==> src/rtl/xtrap_dump_pkg.sv <==
`default_nettype none
// +------------------------------------------------------------------+
// | xtrap_dump_pkg : shared FSM states and dump-header field layout  |
// | Rev 1.0                                                          |
// +------------------------------------------------------------------+
package xtrap_dump_pkg;

  typedef enum logic [2:0] {
    ST_RUN  = 3'd0,
    ST_HDR  = 3'd1,
    ST_PREF = 3'd2,
    ST_SEND = 3'd3,
    ST_DONE = 3'd4
  } state_t;

  // Header is three words; index of the final one.
  localparam logic [1:0] HDR_LAST = 2'd2;

  // word2 layout: {cause, data_we, data_addr}, data_addr in the low bits.
  function automatic int word2_we_bit(input int addr_w);
    return addr_w;
  endfunction

  function automatic int word2_cause_bit(input int addr_w);
    return addr_w + 1;
  endfunction

  function automatic int min_int(input int a, input int b);
    return (a < b) ? a : b;
  endfunction

endpackage
`default_nettype wire

==> src/rtl/xtrap_dump_skid.sv <==
`default_nettype none
// +------------------------------------------------------------------+
// | xtrap_dump_skid : one-entry holding register with valid flag     |
// | Rev 1.0                                                          |
// +------------------------------------------------------------------+
module xtrap_dump_skid #(
  parameter int W = 33
) (
  input  logic         clk,
  input  logic         rst,
  input  logic         push,
  input  logic         pop,
  input  logic [W-1:0] din,
  output logic         valid,
  output logic [W-1:0] dout
);

  // A push in the same cycle as a pop refills the entry.
  always_ff @(posedge clk) begin
    if (rst) begin
      valid <= 1'b0;
      dout  <= '0;
    end else if (push) begin
      valid <= 1'b1;
      dout  <= din;
    end else if (pop) begin
      valid <= 1'b0;
    end
  end

endmodule
`default_nettype wire

==> src/rtl/xtrap_dump.sv <==
`default_nettype none
// +------------------------------------------------------------------+
// | xtrap_dump : on trap/request, freeze and stream a state dump      |
// | Rev 1.0                                                          |
// +------------------------------------------------------------------+
module xtrap_dump
  import xtrap_dump_pkg::*;
#(
  parameter int DATA_W      = 32,
  parameter int REGF_ADDR_W = 4,
  parameter int ADDR_W      = 13,
  parameter int PC_W        = 10,
  parameter int CNT_W       = 32
) (
  input  logic                   clk,
  input  logic                   rst,
  input  logic                   trap,
  input  logic                   dump_req,
  input  logic                   data_we,
  input  logic [ADDR_W-1:0]      data_addr,
  input  logic [PC_W-1:0]        pc,
  output logic [REGF_ADDR_W-1:0] regf_addr,
  input  logic [DATA_W-1:0]      regf_data,
  output logic [DATA_W-1:0]      dump_data,
  output logic                   dump_valid,
  input  logic                   dump_ready,
  output logic                   dump_last,
  output logic                   halted,
  output logic [CNT_W-1:0]       cycles
);

  localparam int               N         = 2 ** REGF_ADDR_W;
  localparam int               IDX_W     = REGF_ADDR_W + 1;
  localparam logic [IDX_W-1:0] IDX_N     = IDX_W'(N);
  localparam logic [IDX_W-1:0] IDX_LAST  = IDX_W'(N - 1);
  localparam int               WE_BIT    = word2_we_bit(ADDR_W);
  localparam int               CAUSE_BIT = word2_cause_bit(ADDR_W);
  localparam int               CYC_BITS  = min_int(CNT_W, DATA_W);
  localparam logic [CNT_W-1:0] CNT_MAX   = '1;

  state_t             state;
  state_t             state_nxt;

  logic [PC_W-1:0]    cap_pc;
  logic [ADDR_W-1:0]  cap_addr;
  logic               cap_we;
  logic               cap_cause;
  logic [1:0]         hdr_idx;
  logic [IDX_W-1:0]   rd_idx;
  logic               pend;
  logic               pend_last;

  logic               trigger;
  logic               xfer;
  logic               out_free;
  logic               issue;
  logic               room;
  logic [1:0]         occ;
  logic               skid_push;
  logic               skid_pop;
  logic               skid_valid;
  logic [DATA_W:0]    skid_dout;
  logic [DATA_W-1:0]  word0;
  logic [DATA_W-1:0]  word1;
  logic [DATA_W-1:0]  word2;

  assign regf_addr = rd_idx[REGF_ADDR_W-1:0];

  always_comb begin
    word0 = '0;
    word0[CYC_BITS-1:0] = cycles[CYC_BITS-1:0];
    word1 = '0;
    word1[PC_W-1:0] = cap_pc;
    word2 = '0;
    word2[ADDR_W-1:0] = cap_addr;
    word2[WE_BIT]     = cap_we;
    word2[CAUSE_BIT]  = cap_cause;
  end

  // Occupancy = output word + held word + read in flight; a new read may be
  // issued only if its data is guaranteed a slot when it returns.
  always_comb begin
    trigger   = 1'b0;
    xfer      = dump_valid & dump_ready;
    out_free  = ~dump_valid | dump_ready;
    occ       = {1'b0, dump_valid} + {1'b0, skid_valid} + {1'b0, pend};
    room      = (occ - {1'b0, xfer}) < 2'd2;
    issue     = 1'b0;
    skid_push = 1'b0;
    skid_pop  = 1'b0;
    halted    = (state != ST_RUN);
    case (state)
      ST_RUN:  trigger = trap | dump_req;
      ST_PREF: issue   = 1'b1;
      ST_SEND: begin
        issue     = (rd_idx < IDX_N) & room;
        skid_pop  = out_free & skid_valid;
        skid_push = pend & ~(out_free & ~skid_valid);
      end
      default: ;
    endcase
  end

  always_comb begin
    state_nxt = state;
    case (state)
      ST_RUN:  if (trigger) state_nxt = ST_HDR;
      ST_HDR:  if (xfer && hdr_idx == HDR_LAST) state_nxt = ST_PREF;
      ST_PREF: state_nxt = ST_SEND;
      ST_SEND: if (xfer && dump_last) state_nxt = ST_DONE;
      ST_DONE: state_nxt = ST_DONE;
      default: state_nxt = ST_RUN;
    endcase
  end

  always_ff @(posedge clk) begin
    if (rst) state <= ST_RUN;
    else     state <= state_nxt;
  end

  always_ff @(posedge clk) begin
    if (rst) begin
      cycles     <= '0;
      cap_pc     <= '0;
      cap_addr   <= '0;
      cap_we     <= 1'b0;
      cap_cause  <= 1'b0;
      hdr_idx    <= '0;
      rd_idx     <= '0;
      pend       <= 1'b0;
      pend_last  <= 1'b0;
      dump_data  <= '0;
      dump_valid <= 1'b0;
      dump_last  <= 1'b0;
    end else begin
      pend      <= issue;
      pend_last <= issue & (rd_idx == IDX_LAST);
      if (issue) rd_idx <= rd_idx + IDX_W'(1);
      case (state)
        ST_RUN: begin
          if (trigger) begin
            // cycles stops here, so it doubles as the latched count.
            cap_pc     <= pc;
            cap_addr   <= data_addr;
            cap_we     <= data_we;
            cap_cause  <= trap;
            hdr_idx    <= '0;
            rd_idx     <= '0;
            dump_data  <= word0;
            dump_valid <= 1'b1;
            dump_last  <= 1'b0;
          end else if (cycles != CNT_MAX) begin
            cycles <= cycles + CNT_W'(1);
          end
        end
        ST_HDR: begin
          if (xfer) begin
            if (hdr_idx == HDR_LAST) begin
              dump_valid <= 1'b0;
            end else begin
              hdr_idx   <= hdr_idx + 2'd1;
              dump_data <= (hdr_idx == 2'd0) ? word1 : word2;
            end
          end
        end
        ST_SEND: begin
          if (out_free) begin
            if (skid_valid) begin
              {dump_last, dump_data} <= skid_dout;
              dump_valid             <= 1'b1;
            end else if (pend) begin
              dump_data  <= regf_data;
              dump_last  <= pend_last;
              dump_valid <= 1'b1;
            end else begin
              dump_valid <= 1'b0;
              dump_last  <= 1'b0;
            end
          end
        end
        default: begin
          dump_valid <= 1'b0;
          dump_last  <= 1'b0;
        end
      endcase
    end
  end

  xtrap_dump_skid #(
    .W(DATA_W + 1)
  ) u_skid (
    .clk   (clk),
    .rst   (rst),
    .push  (skid_push),
    .pop   (skid_pop),
    .din   ({pend_last, regf_data}),
    .valid (skid_valid),
    .dout  (skid_dout)
  );

endmodule
`default_nettype wire

==> config.mk <==
export PLATFORM = sky130hd
export DESIGN_NAME = xtrap_dump
export DESIGN_NICKNAME = d
export VERILOG_FILES = /design/src/rtl/xtrap_dump_pkg.sv /design/src/rtl/xtrap_dump_skid.sv /design/src/rtl/xtrap_dump.sv
export SDC_FILE = /design/constraint.sdc
export NUM_CORES = 1
export LEC_CHECK = 0
export CORE_MARGIN = 4
export CORE_UTILIZATION = 35
export DETAILED_ROUTE_END_ITERATION = 16
export GPL_ROUTABILITY_DRIVEN = 0
export GPL_TIMING_DRIVEN = 0
export HOLD_SLACK_MARGIN = 0.02
export MAX_ROUTING_LAYER = met4
export PLACE_DENSITY = 0.66
export SYNTH_ARGS = -nofsm -noshare
export SYNTH_HDL_FRONTEND = slang
export SYNTH_HIERARCHICAL = 1
export SYNTH_SLANG_ARGS = --single-unit
==> constraint.sdc <==
create_clock -name clk -period 3.3 [get_ports clk]
set_input_delay 0.66 -clock clk [delete_from_list [all_inputs] [get_ports clk]]
set_output_delay 0.66 -clock clk [all_outputs]
set_load 0.02 [all_outputs]
==> impl_metrics.py <==
metrics = {
    "layout": {
        "postLayoutCoreUtil_pct": 48.1,
        "antenna_cells_inserted": 0,
        "multi_input_area_mm2": 0.00337,
        "drive_above_1_share_pct": 10.4,
        "final_cells": 1126,
        "finish.net_count": 952,
        "stdcell_area_mm2": 0.00870,
        "regArea_mm2": 0.00274,
        "syn_to_final_growth_pct": 34.1,
        "fill_cells": 1747,
    },
    "grt": {
        "grt_antenna_before_repair": 0,
        "grt_max_degree": 17,
        "global_route_wire_length_before_repair_um": 29400,
        "grtUsageTotal_pct": 18.6,
        "grt_pass1_vias": 5555,
        "grt_remaining_overflow": 0,
    },
    "detailed_routing": {
        "wirelength_um": 19000,
        "detailedRoute.firstIterationViolations": 425,
        "vias": 5858,
        "vias_per_cell": 5.20,
        "antenna_left": 0,
        "drc": 0,
        "routed_wire_length_per_instance_um": 16.8,
        "firstDrtPassIters": 6,
    },
    "clock_network": {
        "clock_tree.htree_level_count": 4,
        "post_cts_buffers": 0,
        "cts-buffers-inserted": 17,
        "cts.reportedPaths.clkPinSlew_ps": 60,
        "post_cts_resize_count": 0,
        "cts_hold_buf": 0,
        "cts_tree": "built",
        "cts_root_buffer": "sky130_fd_sc_hd__clkbuf_16",
        "numClockSinks": 137,
        "worstSkewPairLatency_ps": 420,
        "clock_path_buffers": 2,
    },
    "place": {
        "post_detailed_placement_half_perimeter_wirelength_um": 14200,
        "placement.cell_area_mm2": 0.00807,
        "placed_instances": 1094,
        "port_buffers": 130,
    },
    "synthesis": {
        "synthAdderAreaFrac_pct": 1.35,
        "syn-instance-count": 735,
        "compound_gate_portion_of_the_synthesized_area_pct": 19.5,
        "post_synth_xor_area_fraction_pct": 0.810,
        "mean_instance_size_in_the_synthesized_netlist_um2": 8.82,
        "synth.yosys.warnings": 6,
        "synth_async_sr_flop_share_pct": 0,
        "synth.distinct_cells": 55,
        "share_of_synthesized_cell_area_in_and_or_nand_and_nor_gates_pct": 19.2,
        "synth_sequential_area_ratio_pct": 42.3,
        "synthMuxAreaShare_pct": 11.1,
        "ys_ff_latch": 137,
        "synth_area_mm2": 0.00648,
        "synth_edf_count": 0,
        "syn-num-nets": 803,
        "synth_top_family_by_area": "compound AO/OA/AOI/OAI gates",
        "synthFlopType": "sky130_fd_sc_hd__dfxtp_1",
    },
    "pwr": {
        "vdd_drop_max_uv": 389,
        "power_share_of_the_sequential_group_pct": 41.2,
        "power.share.combinational_pct": 12.2,
        "power.density_cell_area_mw_per_mm2": 493,
        "internal_power_uw": 3220,
        "leakage_uw": 0.00289,
        "clock_power_share_pct": 46.6,
        "power.switching_fraction_pct": 24.7,
        "total_switching_power_uw": 1060,
    },
    "worst_setup_path": {
        "critical_path.reg2reg.startpoint": "state[0]$_SDFFE_PP0P_",
        "timing.critical_path.required_ps": 3600,
        "reg2reg_setup_slack_ps": 770,
        "crit_chain": "clkdlybuf4s50_1 > nand2_1 > inv_1 > ha_1 > inv_1 > ha_1 > a21oi_1 > mux2_2 > nor2_1 > mux2i_1 > nor2_1",
        "timing.critical_path.slowest_stage_cell": "sky130_fd_sc_hd__clkdlybuf4s50_1",
        "endpoint_kind": "flip-flop",
        "r2r_cells": 9,
        "setup.worst_path.class": "in2reg",
        "path_max_fanout": 7,
        "critical_path.max_stage_delay_ps": 440,
        "worst_setup_path_start_kind": "input port",
        "timing.rr.end": "u_skid/dout[18]$_SDFFE_PP0P_",
        "crit_arrival_ps": 3090,
    },
    "timing": {
        "worst_max_slew_margin_expressed_relative_to_the_limit_pct": 34.5,
        "setup_repair_after_global_routing_missed_its_margin": "no",
        "final-setup-viol-count": 0,
        "period_needed_ps": 2780,
        "worst_clock_skew_ps": 13.0,
        "fmax_ghz": 0.360,
        "timing_max_transition_violations_final": 0,
        "fin_tns_setup_ps": 0,
        "worst_slew_pin_slew_ps": 975,
        "hold-worst-slack_ps": 456,
        "final_hold_viol_count": 0,
        "min_period_over_period_pct": 84.3,
    },
    "floorplan": {
        "floorplan.core_area_mm2": 0.0181,
        "design.portCount": 132,
        "die_width_um": 144,
        "floorplan.initialDensity_pct": 35.8,
        "chipHeight_um": 144,
        "design.die.area_mm2": 0.0208,
        "floorplan.rows": 49,
    },
    "worst_hold_path": {
        "timing.hold.worst.start": "cap_addr[3]$_SDFFE_PP0P_",
        "whs_endpoint": "cap_addr[3]$_SDFFE_PP0P_",
        "timing.hold.worst_path_depth": 2,
        "hold_path_class": "reg2reg",
    },
    "outcome": {
        "status": "finished clean",
    },
    "run": {
        "max-cap-violations": 0,
    },
}
how the worst max path moves through the flow:
stage	depth (start not counted)	endpoint	slack, ps	from
after floorplan	10	rd_idx[1]$_SDFF_PP0_	770	dump_ready
after global placement	11	rd_idx[1]$_SDFF_PP0_	90	dump_ready
after detailed placement	11	rd_idx[1]$_SDFF_PP0_	70	dump_ready
after CTS	11	rd_idx[1]$_SDFF_PP0_	510	dump_ready
after global routing	11	rd_idx[1]$_SDFF_PP0_	280	dump_ready
final	11	rd_idx[1]$_SDFF_PP0_	520	dump_ready
sequential cells by signal, summed over array words and instances, names as in the netlist, 2 cells and up:
name / count
u_skid/dout: 33
cycles: 32
dump_data: 32
cap_addr: 13
cap_pc: 10
rd_idx: 5
state: 3
hdr_idx: 2
per-layer routing:
metal | routed length, um | vias to the layer above | global-route usage (%) | part of all wire [%]
met5 | 0 | - | - | 0
met4 | 76 | 0 | 2.87 | 0.40
met3 | 1070 | 6 | 4.40 | 5.6
met2 | 8770 | 157 | 29.1 | 46
met1 | 9040 | 2730 | 25.0 | 48
li1 | - | 2965 | - | -
cells in the final DEF (no fill, tap or decap), types with 17 or more instances in the layout:
| cell type | instances |
|---|---|
| sky130_fd_sc_hd__clkbuf_16 | 17 |
| sky130_fd_sc_hd__or3_1 | 20 |
| sky130_fd_sc_hd__nor2_1 | 88 |
| sky130_fd_sc_hd__o21ai_0 | 29 |
| sky130_fd_sc_hd__clkbuf_1 | 29 |
| sky130_fd_sc_hd__a22oi_1 | 19 |
| sky130_fd_sc_hd__mux2i_1 | 46 |
| sky130_fd_sc_hd__dfxtp_1 | 137 |
| sky130_fd_sc_hd__a211oi_1 | 53 |
| sky130_fd_sc_hd__mux2_2 | 23 |
| sky130_fd_sc_hd__nand2_1 | 70 |
| sky130_fd_sc_hd__clkdlybuf4s50_1 | 130 |
| sky130_fd_sc_hd__a21oi_1 | 72 |
worst max-delay path, delay by kind of cell:
family	cells	cell delay (ps)
adders and majority gates	2	540
muxes	2	590
buffers and inverters	3	560
AOI/OAI and AO/OA	1	160
and+or+nand+nor	3	580
cell type report:
class                           instances  area share [%]
Inverter                               12           0.518
Clock buffer                           22            5.57
Timing Repair Buffer                  130            15.0
Multi-Input combinational cell        530            38.8
Tap cell                              229            3.29
Buffer                                 56            3.74
Clock inverter                         10            1.61
Sequential cell                       137            31.5
synthesized netlist by cell type (all sizes together), types with 6 or more instances:
cell	n	share of area, %
a211oi	53	6.1
a21oi	72	5.6
a22oi	19	2.2
and4	8	1.1
buf	25	3.0
clkbuf	30	1.9
dfxtp	137	42
ha	7	1.4
inv	12	0.69
mux2	23	4.0
mux2i	46	7.1
nand2	70	4.1
nand3	9	0.69
nand4	12	1.2
nor2	88	5.1
nor2b	12	1.2
o21ai	30	2.3
o31ai	6	1.1
or3	24	2.4
power by group through the flow:
stage,logic (uW),registers [uW],clock network (uW)
2_1_floorplan,226,1840,0
5_1_grt,566,1770,2100
6_report,522,1770,2000
3_3_place_gp,519,1800,0
4_1_cts,526,1770,2030
3_5_place_dp,524,1800,0
cell families (layout without fill, tap and decap cells):
logic type	count (synthesis)	after routing
multiplexers	69	69
buffers and inverters	68	230
AO/OA/AOI/OAI	195	195
XOR/XNOR	6	6
adder cells (fa/ha/maj)	7	7
flip-flops	137	137
AND/OR/NAND/NOR	253	253
through the flow:
step | power (uW) | setup WS [ps]
2_1_floorplan | 2070 | 774
3_3_place_gp | 2320 | 87.5
3_5_place_dp | 2330 | 73.3
4_1_cts | 4320 | 510
5_1_grt | 4440 | 278
6_report | 4280 | 519
No activity file was read; power rests on OpenSTA's default activity.
